===== config.mk =====
export PLATFORM = sky130hd
export DESIGN_NAME = qam_hard_slicer_packer_flat
export DESIGN_NICKNAME = d
export VERILOG_FILES = /design/src/rtl/qam_hard_slicer_packer_pkg.sv /design/src/rtl/qam_hard_slicer_packer_if.sv /design/src/rtl/qam_axis_slicer.sv /design/src/rtl/qam_hard_slicer_packer.sv /design/src/flat_wrapper.sv
export SDC_FILE = /design/constraint.sdc
export NUM_CORES = 1
export LEC_CHECK = 0
export ABC_AREA = 1
export CAP_MARGIN = 10
export CELL_PAD_IN_SITES_DETAIL_PLACEMENT = 1
export CELL_PAD_IN_SITES_GLOBAL_PLACEMENT = 2
export CORE_UTILIZATION = 30
export DETAILED_ROUTE_END_ITERATION = 16
export GPL_TIMING_DRIVEN = 0
export PLACE_DENSITY_LB_ADDON = 0.1
export SLEW_MARGIN = 20
export SYNTH_ARGS = -nofsm -noshare
export SYNTH_HDL_FRONTEND = slang
export SYNTH_HIERARCHICAL = 1
export SYNTH_SLANG_ARGS = --single-unit

===== constraint.sdc =====
create_clock -name dclk -period 2.5 [get_ports dclk]
set_input_delay 0.625 -clock dclk [delete_from_list [all_inputs] [get_ports dclk]]
set_output_delay 0.625 -clock dclk [all_outputs]
set_load 0.05 [all_outputs]

===== src/rtl/qam_hard_slicer_packer_pkg.sv =====
// Shared constants and helpers for the QAM hard-decision slicer and demapper.
package qam_demapper_pkg;

    localparam int BPS_QPSK  = 2;
    localparam int BPS_QAM16 = 4;
    localparam int BPS_QAM64 = 6;

    function automatic int levels_per_axis(input int bps);
        return 1 << (bps / 2);
    endfunction

    function automatic logic [7:0] gray_encode(input logic [7:0] value);
        return value ^ (value >> 1);
    endfunction

endpackage


===== src/rtl/qam_hard_slicer_packer_if.sv =====
// Sample stream in, FIFO write port out; slave is the slicer side.
interface qam_hard_slicer_packer_if #(
    parameter int SAMPLE_W = 8,
    parameter int WORD_W   = 12
);
    logic                       in_valid;
    logic                       in_ready;
    logic signed [SAMPLE_W-1:0] i_sample;
    logic signed [SAMPLE_W-1:0] q_sample;
    logic                       wfull;
    logic [WORD_W-1:0]          fifo_wdata;
    logic                       fifo_winc;

    modport master (
        output in_valid, i_sample, q_sample, wfull,
        input  in_ready, fifo_wdata, fifo_winc
    );

    modport slave (
        input  in_valid, i_sample, q_sample, wfull,
        output in_ready, fifo_wdata, fifo_winc
    );
endinterface


===== src/rtl/qam_axis_slicer.sv =====
// Single-axis hard decision: threshold, clamp to the outer levels, Gray map.
// The decision index is registered; Gray mapping is applied to the held index.
module qam_axis_slicer
    import qam_demapper_pkg::*;
#(
    parameter int SAMPLE_W   = 8,
    parameter int BPS        = 4,
    parameter int SCALE_LOG2 = 4
) (
    input  logic                       dclk,
    input  logic                       reset,
    input  logic                       load,
    input  logic signed [SAMPLE_W-1:0] sample,
    output logic [BPS/2-1:0]           gray
);
    localparam int IDX_W = BPS / 2;
    localparam int SUM_W = SAMPLE_W + 2;
    localparam int L     = levels_per_axis(BPS);

    logic signed [SUM_W-1:0] sum;
    logic signed [SUM_W-1:0] level;
    logic [IDX_W-1:0]        idx_next;
    logic [IDX_W-1:0]        idx;

    // Offsetting by L half-spacings makes the lowest decision region start at 0,
    // so the arithmetic shift rounds ties upward.
    always_comb begin
        sum   = SUM_W'(sample) + SUM_W'(L << SCALE_LOG2);
        level = sum >>> (SCALE_LOG2 + 1);
        if (level[SUM_W-1]) begin
            idx_next = '0;
        end else if (level > SUM_W'(L - 1)) begin
            idx_next = IDX_W'(L - 1);
        end else begin
            idx_next = level[IDX_W-1:0];
        end
    end

    always_ff @(posedge dclk or negedge reset) begin
        if (!reset) begin
            idx <= '0;
        end else if (load) begin
            idx <= idx_next;
        end
    end

    assign gray = IDX_W'(gray_encode(8'(idx)));

endmodule


===== src/rtl/qam_hard_slicer_packer.sv =====
// Hard-decision QAM slicer: slices I/Q, Gray-demaps, and packs bits MSB-first
// into WORD_W-bit FIFO words with wfull backpressure and a flush on enable fall.
module qam_hard_slicer_packer
    import qam_demapper_pkg::*;
#(
    parameter int SAMPLE_W   = 8,
    parameter int BPS        = 4,
    parameter int SCALE_LOG2 = 4,
    parameter int WORD_W     = 12
) (
    input  logic                    dclk,
    input  logic                    reset,
    input  logic                    enable,
    input  logic                    write_enable,
    qam_hard_slicer_packer_if.slave bus,
    output logic [15:0]             drop_cnt
);
    localparam int IDX_W = BPS / 2;
    localparam int ACC_W = WORD_W + BPS - 1;
    localparam int CNT_W = $clog2(ACC_W + 1);

    localparam logic [0:0] ST_RUN   = 1'b0;
    localparam logic [0:0] ST_FLUSH = 1'b1;

    generate
        if (BPS != BPS_QPSK && BPS != BPS_QAM16 && BPS != BPS_QAM64) begin : g_bad_bps
            $error("qam_hard_slicer_packer: unsupported BPS");
        end
    endgenerate

    logic [0:0]        state;
    logic              alive;
    logic              s1_valid;
    logic              s2_valid;
    logic [BPS-1:0]    s2_bits;
    logic [IDX_W-1:0]  gray_i;
    logic [IDX_W-1:0]  gray_q;
    logic [ACC_W-1:0]  acc;
    logic [ACC_W-1:0]  acc_app;
    logic [CNT_W-1:0]  cnt;
    logic [CNT_W-1:0]  cnt_app;
    logic              word_pending;
    logic [WORD_W-1:0] word_reg;
    logic              stall;
    logic              in_ready;
    logic              accept;
    logic              take;
    logic              drained;
    logic              word_full;
    logic              flush_now;
    logic              winc;

    assign stall     = word_pending && bus.wfull;
    assign in_ready  = alive && enable && !stall && (state == ST_RUN);
    assign accept    = bus.in_valid && in_ready;
    assign take      = accept && write_enable;
    assign drained   = !s1_valid && !s2_valid;
    assign winc      = word_pending && !bus.wfull;
    assign flush_now = (state == ST_FLUSH) && drained && (cnt != '0);

    assign bus.in_ready   = in_ready;
    assign bus.fifo_winc  = winc;
    assign bus.fifo_wdata = word_reg;

    qam_axis_slicer #(.SAMPLE_W(SAMPLE_W), .BPS(BPS), .SCALE_LOG2(SCALE_LOG2)) u_slice_i (
        .dclk   (dclk),
        .reset  (reset),
        .load   (take),
        .sample (bus.i_sample),
        .gray   (gray_i)
    );

    qam_axis_slicer #(.SAMPLE_W(SAMPLE_W), .BPS(BPS), .SCALE_LOG2(SCALE_LOG2)) u_slice_q (
        .dclk   (dclk),
        .reset  (reset),
        .load   (take),
        .sample (bus.q_sample),
        .gray   (gray_q)
    );

    // Valid bits sit left-aligned in acc; cnt never exceeds WORD_W-1 between cycles.
    always_comb begin
        acc_app = acc;
        cnt_app = cnt;
        if (s2_valid) begin
            acc_app = acc | (ACC_W'(s2_bits) << (ACC_W - BPS - int'(cnt)));
            cnt_app = cnt + CNT_W'(BPS);
        end
    end

    assign word_full = cnt_app >= CNT_W'(WORD_W);

    always_ff @(posedge dclk or negedge reset) begin
        if (!reset) begin
            alive        <= 1'b0;
            s1_valid     <= 1'b0;
            s2_valid     <= 1'b0;
            s2_bits      <= '0;
            acc          <= '0;
            cnt          <= '0;
            word_pending <= 1'b0;
            word_reg     <= '0;
        end else begin
            alive <= 1'b1;
            if (winc) begin
                word_pending <= 1'b0;
            end
            if (!stall) begin
                s1_valid <= take;
                s2_valid <= s1_valid;
                if (s1_valid) begin
                    s2_bits <= {gray_i, gray_q};
                end
                if (word_full) begin
                    word_reg     <= acc_app[ACC_W-1 -: WORD_W];
                    word_pending <= 1'b1;
                    acc          <= acc_app << WORD_W;
                    cnt          <= cnt_app - CNT_W'(WORD_W);
                end else if (flush_now) begin
                    word_reg     <= acc[ACC_W-1 -: WORD_W];
                    word_pending <= 1'b1;
                    acc          <= '0;
                    cnt          <= '0;
                end else begin
                    acc <= acc_app;
                    cnt <= cnt_app;
                end
            end
        end
    end

    // Once a flush starts it runs to completion even if enable comes back.
    always_ff @(posedge dclk or negedge reset) begin
        if (!reset) begin
            state <= ST_RUN;
        end else if (state == ST_RUN) begin
            if (!enable && alive && (!drained || cnt != '0)) begin
                state <= ST_FLUSH;
            end
        end else if (drained && (cnt == '0 || !stall)) begin
            state <= ST_RUN;
        end
    end

    always_ff @(posedge dclk or negedge reset) begin
        if (!reset) begin
            drop_cnt <= '0;
        end else if (accept && !write_enable && drop_cnt != 16'hFFFF) begin
            drop_cnt <= drop_cnt + 16'd1;
        end
    end

endmodule


===== src/flat_wrapper.sv =====
// flat-port wrapper written by rule: the top's interface ports become plain ports
module qam_hard_slicer_packer_flat import qam_demapper_pkg::*;
#(
    parameter int SAMPLE_W   = 8,
    parameter int BPS        = 4,
    parameter int SCALE_LOG2 = 4,
    parameter int WORD_W     = 12
)
  (dclk, reset, enable, write_enable, drop_cnt, bus_in_valid, bus_i_sample, bus_q_sample, bus_wfull, bus_in_ready, bus_fifo_wdata, bus_fifo_winc);
  qam_hard_slicer_packer_if #(.SAMPLE_W(SAMPLE_W), .WORD_W(WORD_W)) bus_i ();
  input  logic dclk;
  input  logic reset;
  input  logic enable;
  input  logic write_enable;
  output logic [15:0] drop_cnt;
  input wire logic [$bits(bus_i.in_valid)-1:0] bus_in_valid;
  input wire logic [$bits(bus_i.i_sample)-1:0] bus_i_sample;
  input wire logic [$bits(bus_i.q_sample)-1:0] bus_q_sample;
  input wire logic [$bits(bus_i.wfull)-1:0] bus_wfull;
  output wire logic [$bits(bus_i.in_ready)-1:0] bus_in_ready;
  output wire logic [$bits(bus_i.fifo_wdata)-1:0] bus_fifo_wdata;
  output wire logic [$bits(bus_i.fifo_winc)-1:0] bus_fifo_winc;
  assign bus_i.in_valid = bus_in_valid;
  assign bus_i.i_sample = bus_i_sample;
  assign bus_i.q_sample = bus_q_sample;
  assign bus_i.wfull = bus_wfull;
  assign bus_in_ready = bus_i.in_ready;
  assign bus_fifo_wdata = bus_i.fifo_wdata;
  assign bus_fifo_winc = bus_i.fifo_winc;
  qam_hard_slicer_packer #(.SAMPLE_W(SAMPLE_W), .BPS(BPS), .SCALE_LOG2(SCALE_LOG2), .WORD_W(WORD_W)) u_core (.dclk(dclk), .reset(reset), .enable(enable), .write_enable(write_enable), .bus(bus_i), .drop_cnt(drop_cnt));
endmodule

==> results of run 1 <==
cell usage in the layout, fill, tap and decap left out, types with 2 or more instances in the layout:
master,instances
inv_2,4
nor2_2,4
buf_2,2
clkbuf_1,5
nor2_4,3
nand2_1,149
clkdlybuf4s50_1,38
nand4_1,6
buf_4,6
nand2_4,2
dfrtp_1,58
clkbuf_8,11
inv_1,55
ha_1,5
nand3_1,12
xnor2_1,4
xor2_1,6
nor3_1,3
nand2_2,16
nor2_1,30
a21oi_1,9
buf_12,2
o21ai_0,26
cell type report:
class | instances | area, µm² | area share (%)
Buffer | 11 | 83.83 | 2.102
Clock buffer | 14 | 162.7 | 4.078
Clock inverter | 2 | 35.03 | 0.8783
Inverter | 60 | 230.2 | 5.772
Multi-Input combinational cell | 288 | 1421 | 35.63
Sequential cell | 58 | 1451 | 36.39
Tap cell | 136 | 170.2 | 4.266
Timing Repair Buffer | 43 | 434.2 | 10.88
stage by stage:
| stage | instance area (µm²) | power [mW] | worst slack (ns) | cells | TNS, ns |
|---|---|---|---|---|---|
| 2_1_floorplan | 3159 | 2.335 | 0.3346 | 417 | 0 |
| 3_3_place_gp | 3740 | 2.791 | -1.270 | 594 | -74.76 |
| 3_5_place_dp | 3757 | 2.823 | -0.3885 | 595 | -1.857 |
| 4_1_cts | 3959 | 3.747 | 0.02205 | 611 | 0 |
| 5_1_grt | 3989 | 4.003 | -0.005486 | 612 | -0.01041 |
| 6_report | 3989 | 3.717 | 0.04901 | 612 | 0 |
worst reg2reg max path, delay by kind of cell, from the launching register on:
kind                       cells  cell delay [ns]
DFF                            1             0.38
AOI/OAI and AO/OA              1             0.17
and+or+nand+nor                5             0.41
adders and majority gates      2             0.43
buffers and inverters          7             0.76
cell usage after synthesis, types with 2 or more instances:
library cell | number | share of area, %
inv_2 | 2 | 0.24
inv_1 | 57 | 6.8
buf_2 | 3 | 0.48
nor2_4 | 3 | 1.1
a21oi_1 | 10 | 1.6
xnor2_1 | 4 | 1.1
dfrtp_1 | 58 | 46
xor2_1 | 6 | 1.7
o21ai_0 | 26 | 4.1
nor2_2 | 4 | 0.79
nor2_1 | 30 | 3.6
nand2_2 | 16 | 3.2
buf_4 | 3 | 0.71
nor3_1 | 3 | 0.48
nand2_1 | 150 | 18
ha_1 | 6 | 2.4
nand3_1 | 12 | 1.9
clkbuf_1 | 3 | 0.36
nand4_1 | 6 | 1.2
flip-flops by register name, indices dropped and copies added, names as in the netlist, 2 cells and up:
signal / count
u_core/cnt: 2
u_core/drop_cnt: 16
u_core/acc: 15
u_core/u_slice_q/idx: 2
u_core/bus.fifo_wdata: 12
u_core/s2_bits: 4
u_core/u_slice_i/idx: 2
power breakdown:
part | internal [mW] | switching, mW
Sequential | 1.17 | 0.165
Combinational | 0.503 | 0.985
Clock | 0.515 | 0.379
worst max-delay path by stage:
stage,start,endpoint,slack [ns]
floorplan,u_core/cnt[2]$_DFFE_PN0N_,u_core/bus.fifo_wdata[10]$_DFFE_PN0P_,0.33
global placement,reset,u_core/drop_cnt[0]$_DFFE_PN0P_,-1.27
detailed placement,enable,bus_in_ready,-0.39
CTS,u_core/cnt[2]$_DFFE_PN0N_,u_core/bus.fifo_wdata[4]$_DFFE_PN0P_,0.02
global route,u_core/cnt[2]$_DFFE_PN0N_,u_core/bus.fifo_wdata[6]$_DFFE_PN0P_,-0.005
finish,bus_wfull,bus_in_ready,0.05
cell families (layout without fill, tap and decap cells):
family / count (synthesis) / in the layout / synth area share [%]
xor gates and xnor gates: 10 / 10 / 2.772
other: 1 / 1 / 0.1187
DFF: 58 / 58 / 45.94
muxes: 1 / 1 / 0.3564
AOI/OAI and AO/OA: 41 / 41 / 6.772
and+or+nand+nor: 229 / 229 / 31.84
buffers and inverters: 71 / 130 / 9.822
adders and majority gates: 6 / 6 / 2.376
routing by layer:
layer	part of all wire (%)	routed length [µm]
met4	1.6	130
met3	2.3	185
met2	51	4045
met1	45	3555
met5	0	0
timing repair:
item / in CTS / in global routing
gates resized for setup: 7 / 8
gates cloned: 0 / 0
pin swaps: 0 / 1
buffers inserted: 0 / 1
endpoints found under the setup margin: 25 / 28
==> results.ini, run 1 <==
[outcome]
outcome = complete, no violations

[clock_network]
cts.sink_count = 58
cts_buffers = 9
cts_tree = yes
htree_levels = 3
clkTransAtPathRegs_ns = 0.07
clkLatencyLatePin_ns = 0.34
cts-root-buf = clkbuf_8
cts_hold_buffers = 0
cts_max_path_buffers = 2

[synthesis]
synth_edf_count = 0
syn_inst = 417
ys_async_sr_fraction_pct = 100.0
netlist_area_um2 = 3159
synthDistinctLibCells = 34
ys_seq_area_share_pct = 45.94
syn-mean-instance-area_um2 = 7.576
synth-seq-cells = 58
syn_nets = 445
synth_ff_type = dfrtp_1
yosysWarnings = 6

[setup_path]
cp_max_fo = 4
r2r-end = u_core/bus.fifo_wdata[5]$_DFFE_PN0P_
crit_buf_inv = 3
critical_path_depth = 5
arrival_ns = 1.83
cp_slowest_stage_delay_ns = 0.43
cp-end-kind = output port
cp.required_ns = 1.88
reg2reg_from = u_core/cnt[2]$_DFFE_PN0N_
regToRegSetupSlack_ns = 0.23
cp_top_family = buffers and inverters
worstSetupPathType = input port to output port
ff2ff_path_depth = 15
slowest_stage = clkdlybuf4s50_1
start_kind = input port
path_cells = clkdlybuf4s50_1 -> nand2_2 -> inv_2 -> nor2_2 -> clkdlybuf4s18_2

[grt]
top_usage_layer = met2
grt_pass1_wl_mm = 14.23
gr-usage-met1_pct = 19.10
grt_overflow_total = 0
met2_usage_pct = 30.37
met3_usage_pct = 2.495
antenna_found_initial = 0
grt_max_degree = 34
grt_usage_pct = 16.47
grt_pass1_vias = 2972

[drt]
drc = 0
drt_iter0_drc = 82
vias = 2724
drtPass1Iterations = 4
ant_nets = 0
wl_per_cell_um = 12.94
viasPerCell = 4.451
wl_mm = 7.917

[timing]
finalCriticalPeriod_ns = 2.451
finalHoldViolations = 0
slew_violations = 0
finalSetupViolCount = 0
max_slew.worst_pin.slew_ns = 0.5011
skew_ns = 0.007541
holdWs_ns = 0.1989
clock.fmax_mhz = 408.0
slew_headroom_pct = 66.49
period_share_pct = 98.04

[finish]
layout-drive-gt1-share_pct = 13.03
fillerInstances = 1315
fin_util_pct = 38.81
area.growth.synth_to_final_pct = 26.26
fin_nets = 499
diodes = 0

[power_and_ir_drop]
ir_worst_vdd_mv = 0.4585
power_density_nw_per_um2 = 931.9
power.leakage_nw = 1.988

[placement]
gp_congestion = 0.7431
dp_hpwl_mm = 5.945
io_buffers = 41

[floorplanning]
die_w_um = 104.6
initial_core_util_pct = 30.74
pin_count = 52
coreArea_um2 = 10280
die_y_um = 104.6
num_rows = 37
dieArea_um2 = 10950

[min_path]
hold_class = input port to asynchronous set/reset pin

[job]
cap_violations = 0

(Power assumes the default switching activity.)
==> run 2: changes to the inputs <==
- CAP_MARGIN: 10 -> 40
- CORE_UTILIZATION: 30 -> 36
- DONT_BUFFER_PORTS: default -> 1
==> run 2 against run 1 <==
Against the previous run: utilization rose by 4.3 points; fmax grew 6.7%; wire length down 3.1%; non-clock buffer count is 40 lower; first-iteration DRC count is 12% lower; worst setup slack improved by 0.15 ns; sequential power rose by 27%; critical path depth up 10; critical path type is now register to register; largest cell class unchanged; highest routed layer unchanged.
==> results.ini, run 2 (synthesis results as in run 1) <==
[setup_path]
cp.required_ns = 2.74
slowest_stage = dfrtp_1
reg2reg_from = u_core/cnt[2]$_DFFE_PN0N_
start_kind = register
crit_start = u_core/cnt[2]$_DFFE_PN0N_
cp_slowest_stage_delay_ns = 0.35
crit_buf_inv = 7
ff2ff_path_depth = 15
worstSetupPathType = register to register
critical_path_depth = 15
regToRegSetupSlack_ns = 0.20
path_cells = clkbuf_4 -> inv_1 -> ha_1 -> nand2_1 -> inv_2 -> a21oi_2 -> inv_1 -> ha_4 -> inv_4 -> nand2_1 -> nand2_4 -> inv_2 -> buf_4 -> nand2_1 -> nand2_1
arrival_ns = 2.53
cp_top_family = buffers and inverters
crit_top_cell = nand2_1
cp-end-kind = register
r2r-end = u_core/bus.fifo_wdata[8]$_DFFE_PN0P_
cp-endpoint = u_core/bus.fifo_wdata[8]$_DFFE_PN0P_
cp_max_fo = 10

[floorplanning]
die_y_um = 95.68
pin_count = 52
initial_core_util_pct = 37.88
dieArea_um2 = 9155
num_rows = 33
die_w_um = 95.68
coreArea_um2 = 8341

[timing]
finalHoldViolations = 0
skew_ns = 0.009531
slew_headroom_pct = 54.14
period_share_pct = 91.87
finalWorstSetupSlack_ns = 0.2033
holdWs_ns = 0.1359
clock.fmax_mhz = 435.4
slew_violations = 0
max_slew.worst_pin.slew_ns = 0.6879
finalCriticalPeriod_ns = 2.297
finalSetupViolCount = 0
tns_ns = 0
rsz0062_at_grt = no

[grt]
grt_pass1_vias = 2635
grt_overflow_total = 0
grt_max_degree = 59
antenna_found_initial = 0
grt_usage_pct = 19.35
grt_pass1_wl_mm = 13.06

[placement]
post_dp_cell_area_um2 = 3298
gp_congestion = 0.7548
dp_slack_ns = -0.1698
dp_hpwl_mm = 5.645
io_buffers = 0
placed_cells = 523

[finish]
final_common_cell = nand2_1
finalInstanceArea_um2 = 3593
largest_register_ffs = 16
diodes = 0
layout-drive-gt1-share_pct = 14.22
final_cell_mix = nand2_1 (150), dfrtp_1 (58), inv_1 (55), nor2_1 (30), o21ai_0 (26)
fin_nets = 459
area.growth.synth_to_final_pct = 13.74
instances_no_fill = 541
top_register = u_core/drop_cnt

[drt]
ant_nets = 0
wl_mm = 7.668
drc = 0
drtPass1Iterations = 4
viasPerCell = 4.793
wl_per_cell_um = 14.17
drt_iter0_drc = 72
vias = 2593

[job]
cap_violations = 0

[clock_network]
clkLatencyLatePin_ns = 0.35
cts-root-buf = clkbuf_8
cts_max_path_buffers = 2
cts_tree = yes
cts.sink_count = 58
cts_buffers = 9
clkTransAtPathRegs_ns = 0.07
htree_levels = 3

[power_and_ir_drop]
power.leakage_nw = 1.864
ir_worst_vdd_mv = 0.4099
power_density_nw_per_um2 = 1024

[min_path]
hold_class = input port to asynchronous set/reset pin

[outcome]
outcome = complete, no violations

==> run 2: routing by layer <==
metal	track usage, %	part of all wire, %	up-vias
met1	23.10	45	1243
met5	0	0	-
met4	7.463	1.5	0
li1	-	-	1303
met2	32.50	49	39
met3	5.901	4.3	8
==> run 2: power by group <==
part	switching, mW	internal [mW]	total [mW]
clock	0.401	0.657	1.06
combinational	0.594	0.328	0.922
sequential	0.538	1.16	1.70
total	1.53	2.15	3.68
==> run 2: final cells by class <==
class	count	area (µm²)
clock inverters	6	105.1
fillers	1035	4747
inverters	60	232.7
well taps	105	131.4
clock buffers	10	127.6
repair buffers	3	42.54
plain buffers	11	83.83
flip-flops and latches	58	1451
multi-input cells	288	1419
==> run 2: timing repair <==
| action | 4_1_cts | 5_1_grt |
|---|---|---|
| pin swaps | 0 | 1 |
| gates cloned | 0 | 0 |
| setup endpoints to repair | 23 | 23 |
| hold buffers | 1 | 0 |
| hold endpoints to repair | 58 | 0 |
| resized for setup | 4 | 5 |
| buffers inserted | 0 | 1 |
==> run 2: worst reg2reg max path: cells and delay by family (launching register included) <==
kind                     cells  cell delay, ns
buffers and inverters        7            0.75
adder cells (fa/ha/maj)      2            0.51
AND/OR/NAND/NOR              5            0.48
flip-flops                   1            0.35
AO/OA/AOI/OAI                1            0.12
==> run 2: worst min path at each step <==
| stage | endpoint | slack (ns) |
|---|---|---|
| floorplan | u_core/acc[0]$_DFFE_PN0N_ | 0.33 |
| global placement | u_core/bus.fifo_wdata[4]$_DFFE_PN0P_ | 0.33 |
| detailed placement | u_core/bus.fifo_wdata[4]$_DFFE_PN0P_ | 0.33 |
| CTS | u_core/acc[8]$_DFFE_PN0N_ | 0.14 |
| global route | u_core/acc[8]$_DFFE_PN0N_ | 0.14 |
| finish | u_core/bus.fifo_wdata[4]$_DFFE_PN0P_ | 0.14 |
==> run 2: stage by stage <==
step | util, % | total power, mW
6_report | 43.08 | 3.681
5_1_grt | 43.08 | 3.933
4_1_cts | 42.77 | 3.705
3_5_place_dp | 39.54 | 2.591
3_3_place_gp | 39.45 | 2.550
2_1_floorplan | - | 2.335
